$ cat src/rtl/rtc_set_parser.sv
// Parses the UART time-set command "T" + YYMMDDhhmmssw + CR/LF into DS1302-ready BCD
// fields and holds a write request until the RTC write controller acknowledges it.
module rtc_set_parser #(
    parameter int CLK_HZ     = 100000000,
    parameter int TIMEOUT_MS = 1000
) (
    input  logic       clk,
    input  logic       rst,
    input  logic       rxDone,
    input  logic [7:0] rxData,
    input  logic       wrAck,
    output logic       wrReq,
    output logic [7:0] setSec,
    output logic [7:0] setMin,
    output logic [7:0] setHrs,
    output logic [7:0] setDate,
    output logic [7:0] setMon,
    output logic [7:0] setDay,
    output logic [7:0] setYr,
    output logic       busy,
    output logic       errPulse,
    output logic [2:0] errCode
);

    localparam int TIMEOUT_CYCLES = CLK_HZ / 1000 * TIMEOUT_MS;
    localparam int CW             = $clog2(TIMEOUT_CYCLES + 1);
    localparam logic [CW-1:0] LAST_COUNT = CW'(TIMEOUT_CYCLES - 1);

    localparam logic [7:0] CHAR_T  = 8'h54;
    localparam logic [7:0] CHAR_CR = 8'h0D;
    localparam logic [7:0] CHAR_LF = 8'h0A;
    localparam logic [3:0] LAST_DIGIT = 4'd12;

    localparam logic [2:0] ERR_BAD_CHAR = 3'd1;
    localparam logic [2:0] ERR_RANGE    = 3'd2;
    localparam logic [2:0] ERR_TIMEOUT  = 3'd3;
    localparam logic [2:0] ERR_NO_TERM  = 3'd4;

    typedef enum logic [2:0] {
        IDLE,
        COLLECT,
        WAIT_TERM,
        CHECK,
        REQ
    } stateT;

    stateT         state;
    stateT         nextState;
    logic [3:0]    digitIdx;
    logic [CW-1:0] timeCount;
    logic [3:0]    digits [13];

    logic          isDigit;
    logic          isTerm;
    logic          timedOut;
    logic          counting;
    logic          storeDigit;
    logic          raiseErr;
    logic [2:0]    newErrCode;
    logic          loadSet;
    logic          fieldsValid;
    logic [6:0]    monVal;
    logic [6:0]    dateVal;
    logic [6:0]    hrsVal;
    logic [6:0]    minVal;
    logic [6:0]    secVal;

    function automatic logic [6:0] bcdValue(input logic [3:0] tens, input logic [3:0] units);
        return 7'(tens) * 7'd10 + 7'(units);
    endfunction

    assign isDigit  = (rxData >= 8'h30) && (rxData <= 8'h39);
    assign isTerm   = (rxData == CHAR_CR) || (rxData == CHAR_LF);
    assign counting = (state == COLLECT) || (state == WAIT_TERM);
    assign timedOut = (timeCount == LAST_COUNT);
    assign busy     = (state != IDLE);

    // Digit order in the buffer: Y Y M M D D h h m m s s w; the year needs no check.
    assign monVal  = bcdValue(digits[2], digits[3]);
    assign dateVal = bcdValue(digits[4], digits[5]);
    assign hrsVal  = bcdValue(digits[6], digits[7]);
    assign minVal  = bcdValue(digits[8], digits[9]);
    assign secVal  = bcdValue(digits[10], digits[11]);

    assign fieldsValid = (monVal >= 7'd1) && (monVal <= 7'd12)
                      && (dateVal >= 7'd1) && (dateVal <= 7'd31)
                      && (hrsVal <= 7'd23)
                      && (minVal <= 7'd59)
                      && (secVal <= 7'd59)
                      && (digits[12] >= 4'd1) && (digits[12] <= 4'd7);

    // Next-state and control decode; a received byte always takes priority over timeout.
    always_comb begin
        nextState  = state;
        storeDigit = 1'b0;
        raiseErr   = 1'b0;
        newErrCode = 3'd0;
        loadSet    = 1'b0;
        unique case (state)
            IDLE: begin
                if (rxDone && (rxData == CHAR_T)) begin
                    nextState = COLLECT;
                end
            end
            COLLECT: begin
                if (rxDone) begin
                    if (isDigit) begin
                        storeDigit = 1'b1;
                        if (digitIdx == LAST_DIGIT) begin
                            nextState = WAIT_TERM;
                        end
                    end else begin
                        raiseErr   = 1'b1;
                        newErrCode = ERR_BAD_CHAR;
                        nextState  = IDLE;
                    end
                end else if (timedOut) begin
                    raiseErr   = 1'b1;
                    newErrCode = ERR_TIMEOUT;
                    nextState  = IDLE;
                end
            end
            WAIT_TERM: begin
                if (rxDone) begin
                    if (isTerm) begin
                        nextState = CHECK;
                    end else begin
                        raiseErr   = 1'b1;
                        newErrCode = ERR_NO_TERM;
                        nextState  = IDLE;
                    end
                end else if (timedOut) begin
                    raiseErr   = 1'b1;
                    newErrCode = ERR_TIMEOUT;
                    nextState  = IDLE;
                end
            end
            CHECK: begin
                if (fieldsValid) begin
                    loadSet   = 1'b1;
                    nextState = REQ;
                end else begin
                    raiseErr   = 1'b1;
                    newErrCode = ERR_RANGE;
                    nextState  = IDLE;
                end
            end
            REQ: begin
                if (wrAck) begin
                    nextState = IDLE;
                end
            end
            default: nextState = IDLE;
        endcase
    end

    // State, counters, error reporting and the held request fields.
    always_ff @(posedge clk) begin
        if (rst) begin
            state     <= IDLE;
            digitIdx  <= 4'd0;
            timeCount <= '0;
            wrReq     <= 1'b0;
            errPulse  <= 1'b0;
            errCode   <= 3'd0;
            setSec    <= 8'h00;
            setMin    <= 8'h00;
            setHrs    <= 8'h00;
            setDate   <= 8'h00;
            setMon    <= 8'h00;
            setDay    <= 8'h00;
            setYr     <= 8'h00;
        end else begin
            state    <= nextState;
            errPulse <= raiseErr;
            if (raiseErr) begin
                errCode <= newErrCode;
            end

            if (state == IDLE) begin
                digitIdx <= 4'd0;
            end else if (storeDigit) begin
                digitIdx <= digitIdx + 4'd1;
            end

            if (counting && !rxDone && (nextState == state)) begin
                timeCount <= timeCount + 1'b1;
            end else begin
                timeCount <= '0;
            end

            if (loadSet) begin
                wrReq   <= 1'b1;
                setYr   <= {digits[0], digits[1]};
                setMon  <= {digits[2], digits[3]};
                setDate <= {digits[4], digits[5]};
                setHrs  <= {digits[6], digits[7]};
                setMin  <= {digits[8], digits[9]};
                setSec  <= {digits[10], digits[11]};
                setDay  <= {4'h0, digits[12]};
            end else if ((state == REQ) && wrAck) begin
                wrReq <= 1'b0;
            end
        end
    end

    // The digit buffer is only read after all 13 positions were written, so it needs no reset.
    always_ff @(posedge clk) begin
        if (storeDigit && (digitIdx <= LAST_DIGIT)) begin
            digits[digitIdx] <= rxData[3:0];
        end
    end

endmodule

$ cat config.mk
export PLATFORM = sky130hd
export DESIGN_NAME = rtc_set_parser
export DESIGN_NICKNAME = d
export VERILOG_FILES = /design/src/rtl/rtc_set_parser.sv
export SDC_FILE = /design/constraint.sdc
export NUM_CORES = 1
export LEC_CHECK = 0
export BUFFER_PORTS_ARGS = -buffer_cell sky130_fd_sc_hd__buf_4
export CAP_MARGIN = 20
export CORE_ASPECT_RATIO = 0.7
export CORE_MARGIN = 2
export CORE_UTILIZATION = 30
export CTS_BUF_LIST = sky130_fd_sc_hd__clkbuf_2
export DETAILED_ROUTE_END_ITERATION = 7
export PLACE_DENSITY_LB_ADDON = 0.12
export SLEW_MARGIN = 20
export SYNTH_ARGS = -nofsm -noshare
export SYNTH_HDL_FRONTEND = slang
export SYNTH_SLANG_ARGS = --single-unit
$ cat constraint.sdc
create_clock -name clk -period 8.1 [get_ports clk]
set_clock_uncertainty 0.2 [all_clocks]
set_input_delay 0.81 -clock clk [delete_from_list [all_inputs] [get_ports clk]]
set_output_delay 0.81 -clock clk [all_outputs]
set_load 0.005 [all_outputs]
After elaboration in Yosys (flattened, before gate mapping)

Memory sizes are Yosys's and may differ from the RTL's. A register that Yosys moved wholly into a read port is not among the register bits.
Cells that the tools add are included.

Register bits after elaboration: 83
Bits in writable memories: 52
Input port bits: 12
Word-level logic and storage cells: 103
Memories: 1

Memories:

| memory | depth | bits a word | read ports | clocked after Yosys merged registers in | wr ports | RTL line | source |
|---|---|---|---|---|---|---|---|
| digits | 13    | 4           | 13         | 2                                       | 1        | 51       | `logic [3:0] digits [13];` |

$add $sub $neg: 7
Multiply operators: 5
Order comparisons: 12
Equal/unequal tests: 10
Multiplexer cells: 33
Bitwise logic cells: 1
Reductions and logical operators: 22

Operators with widths:

| operator                                                                             | count |
|---|---|
| 7-bit by 4-bit adder with 7-bit output                                               | 5 |
| 3-bit two-way mux                                                                    | 11 |
| 4-bit by 3-bit multiplier with 6-bit output (second input constant)                  | 5 |
| 27-bit by 1-bit adder with 27-bit output (second input constant)                     | 1 |
| 27-bit equality test (second input constant)                                         | 1 |
| 8-bit by 4-bit equality test with 1-bit output (second input constant)               | 2 |
| 1-bit two-way mux                                                                    | 16 |
| 3-bit case mux with 5 select lines                                                   | 1 |
| 7-bit by 1-bit greater-or-equal comparator with 1-bit output (second input constant) | 2 |
| 7-bit by 5-bit less-or-equal comparator with 1-bit output (second input constant)    | 2 |
| 7-bit by 6-bit less-or-equal comparator with 1-bit output (second input constant)    | 2 |
| 1-bit logical AND                                                                    | 14 |
| 3-bit case mux with 3 select lines                                                   | 1 |
| 8-bit by 7-bit equality test with 1-bit output (second input constant)               | 1 |
| 8-bit by 6-bit greater-or-equal comparator with 1-bit output (second input constant) | 1 |
| 8-bit by 6-bit less-or-equal comparator with 1-bit output (second input constant)    | 1 |
| 7-bit by 4-bit less-or-equal comparator with 1-bit output (second input constant)    | 1 |
| 3-bit by 2-bit equality test with 1-bit output (second input constant)               | 2 |
| 2-bit two-way mux                                                                    | 3 |
| 4-bit by 1-bit adder with 4-bit output (second input constant)                       | 1 |
| 4-bit equality test (second input constant)                                          | 1 |
| 4-bit by 1-bit greater-or-equal comparator with 1-bit output (second input constant) | 1 |
| 4-bit by 3-bit less-or-equal comparator with 1-bit output (second input constant)    | 1 |
| 4-bit less-or-equal comparator (second input constant)                               | 1 |
| other kinds (11)                                                                     | 13 |

Logic depth before layout (Yosys ltp)

Gate-level depths: netlist of run 1.
An unclocked memory read counts as a cell.

Depth after elaboration: 18
Depth in mapped cells: 12
Depth with buffers taken out: 10

Worst setup path after synthesis of run 1

No wires, ideal clock.

Path kind: register to register
Start point: memory digits[6][1]
End point: register setDay[0] (read register of digits)
Library setup time: 0.070 ns
Arrival: 2.936 ns
Data required time: 7.830 ns
Setup slack: 4.894 ns
Cell stages (with the launch flop): 13
Buffers on the path: 2
Cells stage by stage: edfxtp_1 ha_1 ha_1 fa_1 xor2_1 mux2_2 o22a_1 nor3b_1 and3_1 buf_2 buf_2 nand4_1 a21oi_1

RTL lines:

| element         | RTL line | source |
|---|---|---|
| start, declared | 51       |  |
| end, declared   | 18       | `output logic [7:0] setDay,` |

==> results of run 1 <==
-- flip-flops by register name, indices dropped and copies added (netlist names) --
register and cells:
setMin 8, wrReq 1, digitIdx 4, digits 52
setDay 4, state 3, setYr 8, setSec 8
errCode 3, errPulse 1, setMon 8, timeCount 27
setDate 8, setHrs 8
-- critical path, stage by stage (launching register included) --
cell and delay, ns:
edfxtp_1 0.51, ha_1 0.33, ha_1 0.22, fa_1 0.39, xor2_1 0.22, mux2_2 0.37
o22a_1 0.15, nor3b_1 0.24, and3_1 0.80, buf_4 0.45, nand4_1 0.17, a21oi_1 0.19
-- cells in the mapped netlist (all sizes together), types with 2 or more instances --
cell / instances
ha: 36
and2: 13
and3b: 2
and3: 8
maj3: 2
dfxtp: 91
nand2: 27
a21oi: 65
o31ai: 2
xnor2: 19
buf: 16
edfxtp: 52
a211o: 2
clkbuf: 26
or3: 4
nand2b: 4
a21boi: 2
nor2: 54
nand4b: 5
o21ai: 59
nand4: 61
a211oi: 2
nor2b: 3
o21a: 2
a21o: 5
nor3: 8
xor2: 23
inv: 11
fa: 10
a31oi: 3
nor3b: 4
nor4: 3
nand3: 18
-- through the flow --
step	hold WS, ns	setup slack, ns	total power [mW]	cells
after floorplan	0.2274	4.894	0.7677	661
after detailed placement	0.2676	3.843	0.7794	975
after CTS	0.07670	3.774	1.220	1007
final	0.1564	3.776	1.203	1008
after global placement	0.2366	3.944	0.7788	975
after global routing	0.07652	3.517	1.257	1008
-- routing by layer --
| metal | GRT usage (%) | vias up | part of all wire (%) |
|---|---|---|---|
| met5 | 0 | - | 0 |
| met1 | 21.95 | 2478 | 52 |
| li1 | - | 2501 | - |
| met2 | 24.02 | 115 | 44 |
| met3 | 3.569 | 14 | 3.9 |
| met4 | 4.141 | 0 | 0.71 |
-- cell families (layout without fill, tap and decap cells) --
group / Yosys count / in the layout / share of synthesized area (%)
other: 1 / 5 / 0.05544
XOR/XNOR: 42 / 42 / 5.438
adder cells (fa/ha/maj): 48 / 48 / 9.915
multiplexers: 2 / 2 / 0.3145
buffers and inverters: 53 / 117 / 3.644
AND/OR/NAND/NOR: 220 / 220 / 18.44
AO/OA/AOI/OAI: 149 / 149 / 12.17
flip-flops: 143 / 143 / 50.02
-- power by group --
group          switching [mW]  leakage (nW)  internal (mW)  total (mW)
clock                   0.265         0.157          0.174       0.439
sequential          0.0000108          1.20          0.744       0.744
combinational          0.0148          1.35        0.00475      0.0195
-- how the worst max path moves through the flow --
stage                      start   endpoint  depth (start not counted)
floorplan           digits[6][1]  setDay[0]                         12
CTS                 digits[6][1]   setYr[2]                         11
global route        digits[6][1]  setSec[1]                         11
detailed placement  digits[6][1]   setYr[2]                         11
finish              digits[6][1]  setSec[2]                         11
global placement    digits[6][1]   setYr[2]                         11
-- layout make-up --
cell class | instances | share of cell area (%)
tap | 282 | 4.565
clock inverter | 12 | 1.813
timing repair buffer | 74 | 7.188
multi-input combinational | 465 | 40.80
sequential | 143 | 43.78
inverter | 11 | 0.5342
antenna | 1 | 0.03238
clock buffer | 20 | 1.295
==> results.sh, run 1 <==
export IMPL_dp_hpwl_um=12200
export IMPL_multiInputGateArea_mm2=0.003153
export IMPL_grt_max_degree=64
export IMPL_place_congestion=0.8428
export IMPL_finalMaxSlewViolations=0
export IMPL_ys_top_cells_by_area="dfxtp_1 (27%), edfxtp_1 (23%), ha_1 (6.7%), nand4_1 (5.6%), a21oi_1 (4.8%)"
export IMPL_die_h_um=129.6
export IMPL_clk_latency_ns=0.71
export IMPL_core_area_mm2=0.02190
export IMPL_cts_buffers=17
export IMPL_power_static_leakage_nw=2.706
export IMPL_synthCells=658
export IMPL_initial_utilization_pct=30.88
export IMPL_tns_ns=0
export IMPL_crit_type="register to register"
export IMPL_tightest_slew_ns=0.9707
export IMPL_synth_cell_types=57
export IMPL_rsz0062_at_grt="no"
export IMPL_min_path_cells=3
export IMPL_crit_path_end_kind="register"
export IMPL_cts_max_level=4
export IMPL_rr_endpoint="setSec[2]"
export IMPL_final_common_cell="dfxtp_1"
export IMPL_first_iter_violations=324
export IMPL_clk_pin_slew_ns=0.22
export IMPL_relSlewSlack_pct=35.08
export IMPL_antenna_found_initial=1
export IMPL_routed_wl_um=17560
export IMPL_nets=770
export IMPL_routedWlPerCell_um=17.42
export IMPL_drive_gt1_share_pct=18.34
export IMPL_maxCapViolCount=0
export IMPL_clock_sinks=143
export IMPL_grt_pass1_wl_um=28470
export IMPL_drc=0
export IMPL_ctsResizeCount=0
export IMPL_final_cell_mix="dfxtp_1 (91), buf_4 (74), a21oi_1 (65)"
export IMPL_async_reset_ff_share_pct=0
export IMPL_n_fill_cell=2203
export IMPL_crit_required_ns=8.54
export IMPL_cts_setup_buffers=0
export IMPL_clockBufferDepth=2
export IMPL_syn_avg_cell_area_um2=10.28
export IMPL_rr_startpoint="digits[6][1]"
export IMPL_avgViaCountPerCell=5.067
export IMPL_netlist_area_mm2=0.006764
export IMPL_tritoncts="built"
export IMPL_max_freq_mhz=231.3
export IMPL_hp_class="input pin to register"
export IMPL_antenna_left=0
export IMPL_cts_root_buf="clkbuf_2"
export IMPL_area_growth_pct=14.26
export IMPL_outcome="completed"
export IMPL_reg2reg_slack_ns=3.78
export IMPL_die_area_mm2=0.02378
export IMPL_worstSetupStartpointType="register"
export IMPL_synth_edf_count=52
export IMPL_yosys_area_top_type="dfxtp_1"
export IMPL_hold_end="state[2]"
export IMPL_period_share_pct=53.38
export IMPL_overflow=0
export IMPL_ys_seq_area_share_pct=50.02
export IMPL_cellPowerDensity_mw_per_mm2=155.6
export IMPL_synth_top_area_share_pct=26.93
export IMPL_r2r_cells=11
export IMPL_design_area_mm2=0.007729
export IMPL_dr_pass1_iters=5
export IMPL_yosysWarnings=0
export IMPL_peakVddDrop_mv=0.06891
export IMPL_hp_start="wrAck"
export IMPL_io_pins=74
export IMPL_io_buffers=69
export IMPL_seq_area_mm2=0.003383
export IMPL_setup_viol=0
export IMPL_utilization_pct=35.29
export IMPL_arrival_ns=4.76
export IMPL_dpl_instance_area_mm2=0.007486
export IMPL_rows=45
export IMPL_hold_viol_final=0
export IMPL_ys_ff_latch=143
export IMPL_cts_hold_buf=0
export IMPL_die_w_um=183.5
export IMPL_synthFlopType="dfxtp_1"
export IMPL_cp_max_fo=31
export IMPL_grt_usage_pct=15.55
export IMPL_grt_pass1_vias=5207
export IMPL_vias=5108
export IMPL_min_period_ns=4.324
Power figures use the tool's default switching activity.
==> inputs of run 2 (changes only) <==
clock period = 4.01 ns   (was 8.1 ns; I/O delays follow)
==> results.sh, run 2 (synthesis gave the netlist of run 1 again) <==
export IMPL_core_area_mm2=0.02190
export IMPL_tns_ns=0
export IMPL_period_share_pct=92.19
export IMPL_tritoncts="built"
export IMPL_initial_utilization_pct=30.88
export IMPL_design_area_mm2=0.007859
export IMPL_outcome="completed"
export IMPL_largest_reg_flops=52
export IMPL_rsz0062_at_grt="no"
export IMPL_max_flop_register="digits"
export IMPL_cp_max_fo=47
export IMPL_tightest_slew_ns=0.7148
export IMPL_maxCapViolCount=0
export IMPL_dpl_instance_area_mm2=0.007546
export IMPL_drc=0
export IMPL_multiInputGateArea_mm2=0.003153
export IMPL_worstSetupStartpointType="register"
export IMPL_reg_top3="digits x52, timeCount x27"
export IMPL_grt_usage_pct=15.23
export IMPL_die_w_um=183.5
export IMPL_place_congestion=0.8010
export IMPL_final_cell_mix="dfxtp_1 (91), buf_4 (74), a21oi_1 (65)"
export IMPL_crit_chain="ha_1 -> ha_1 -> fa_1 -> xor2_1 -> mux2_2 -> o22a_1 -> nor3b_1 -> and3_1 -> buf_12 -> nand4_1 -> a21oi_1"
export IMPL_final_common_cell="dfxtp_1"
export IMPL_relSlewSlack_pct=52.18
export IMPL_cellPowerDensity_mw_per_mm2=294.2
export IMPL_fin_hold_ws_ns=0.1707
export IMPL_crit_buf_inv=1
export IMPL_dr_pass1_iters=5
export IMPL_cts_buffers=17
export IMPL_power_static_leakage_nw=2.748
export IMPL_cts_root_buf="clkbuf_2"
export IMPL_overflow=0
export IMPL_nets=783
export IMPL_first_iter_violations=238
export IMPL_cts_max_level=4
export IMPL_grt_pass1_vias=5243
export IMPL_arrival_ns=4.14
export IMPL_rows=45
export IMPL_clockBufferDepth=2
export IMPL_peakVddDrop_mv=0.1501
export IMPL_grt_pass1_wl_um=28140
export IMPL_antenna_left=0
export IMPL_routedWlPerCell_um=16.96
export IMPL_io_buffers=69
export IMPL_die_h_um=129.6
export IMPL_reg2reg_slack_ns=0.31
export IMPL_grt_max_degree=64
export IMPL_vias=5171
export IMPL_clk_latency_ns=0.70
export IMPL_seq_area_mm2=0.003383
export IMPL_routed_wl_um=17320
export IMPL_hold_viol_final=0
export IMPL_min_period_ns=3.697
export IMPL_io_pins=74
export IMPL_setup_viol=0
export IMPL_die_area_mm2=0.02378
export IMPL_crit_top_cell="ha_1"
export IMPL_n_fill_cell=2186
export IMPL_avgViaCountPerCell=5.065
export IMPL_max_stage_delay_ns=0.50
export IMPL_hp_class="input pin to register"
export IMPL_max_freq_mhz=270.5
export IMPL_dp_hpwl_um=12320
export IMPL_crit_type="register to register"
export IMPL_slowest_stage="edfxtp_1"
export IMPL_clock_sinks=143
export IMPL_drive_gt1_share_pct=18.29
export IMPL_area_growth_pct=16.19
export IMPL_clk_pin_slew_ns=0.21
export IMPL_crit_family="adder cells"
export IMPL_finalMaxSlewViolations=0
export IMPL_crit_required_ns=4.45
export IMPL_crit_path_end_kind="register"
export IMPL_antenna_found_initial=1
==> run 2: metrics by stage <==
step           setup slack (ns)  power, mW  util [%]  cells
2_1_floorplan            0.8038      1.551         -    661
3_3_place_gp             0.4007      1.574     34.45    978
3_5_place_dp             0.3698      1.574     34.45    978
4_1_cts                  0.3367      2.355     35.87   1020
5_1_grt                  0.1005      2.420     35.88   1021
6_report                 0.3130      2.312     35.88   1021
==> run 2: report_power, final <==
group	switching, mW	internal (mW)
sequential	0.0000225	1.50
combinational	0.0318	0.0153
clock	0.538	0.224
==> run 2: layer usage <==
metal | routed length [um] | vias to the layer above | GRT usage, %
li1 | - | 2527 | -
met1 | 8930 | 2533 | 21.67
met2 | 7536 | 97 | 23.13
met3 | 679 | 14 | 4.103
met4 | 174 | 0 | 3.388
met5 | 0 | - | 0
==> run 2: worst paths after layout <==
path                      from        end  cells after the start
hold reg to reg      setMon[4]  setMon[4]                      2
setup / recovery  digits[6][1]   setYr[1]                     11
hold / removal       rxData[4]   state[1]                      7
setup reg to reg  digits[6][1]   setYr[1]                     11
==> run 2: layout make-up <==
type / count / area share [%]
Inverter: 11 / 0.5254
Timing Repair Buffer: 87 / 9.107
Multi-Input combinational cell: 465 / 40.12
Sequential cell: 143 / 43.05
Tap cell: 282 / 4.490
Antenna cell: 1 / 0.03184
Clock inverter: 14 / 1.528
Clock buffer: 18 / 1.146
==> run 2: repair_timing <==
| item | 4_1_cts | 5_1_grt |
|---|---|---|
| hold buffers | 10 | 0 |
| resized for setup | 0 | 0 |
| setup buffers | 0 | 0 |
| hold endpoints to repair | 85 | 0 |
==> run 2: worst reg2reg max path, delay by kind of cell, from the launching register on <==
| family | cells | cell delay, ns |
|---|---|---|
| AOI/OAI and AO/OA | 2 | 0.35 |
| xor gates and xnor gates | 1 | 0.20 |
| adders and majority gates | 3 | 0.91 |
| buffers and inverters | 1 | 0.26 |
| DFF | 1 | 0.50 |
| muxes | 1 | 0.37 |
| and+or+nand+nor | 3 | 0.86 |
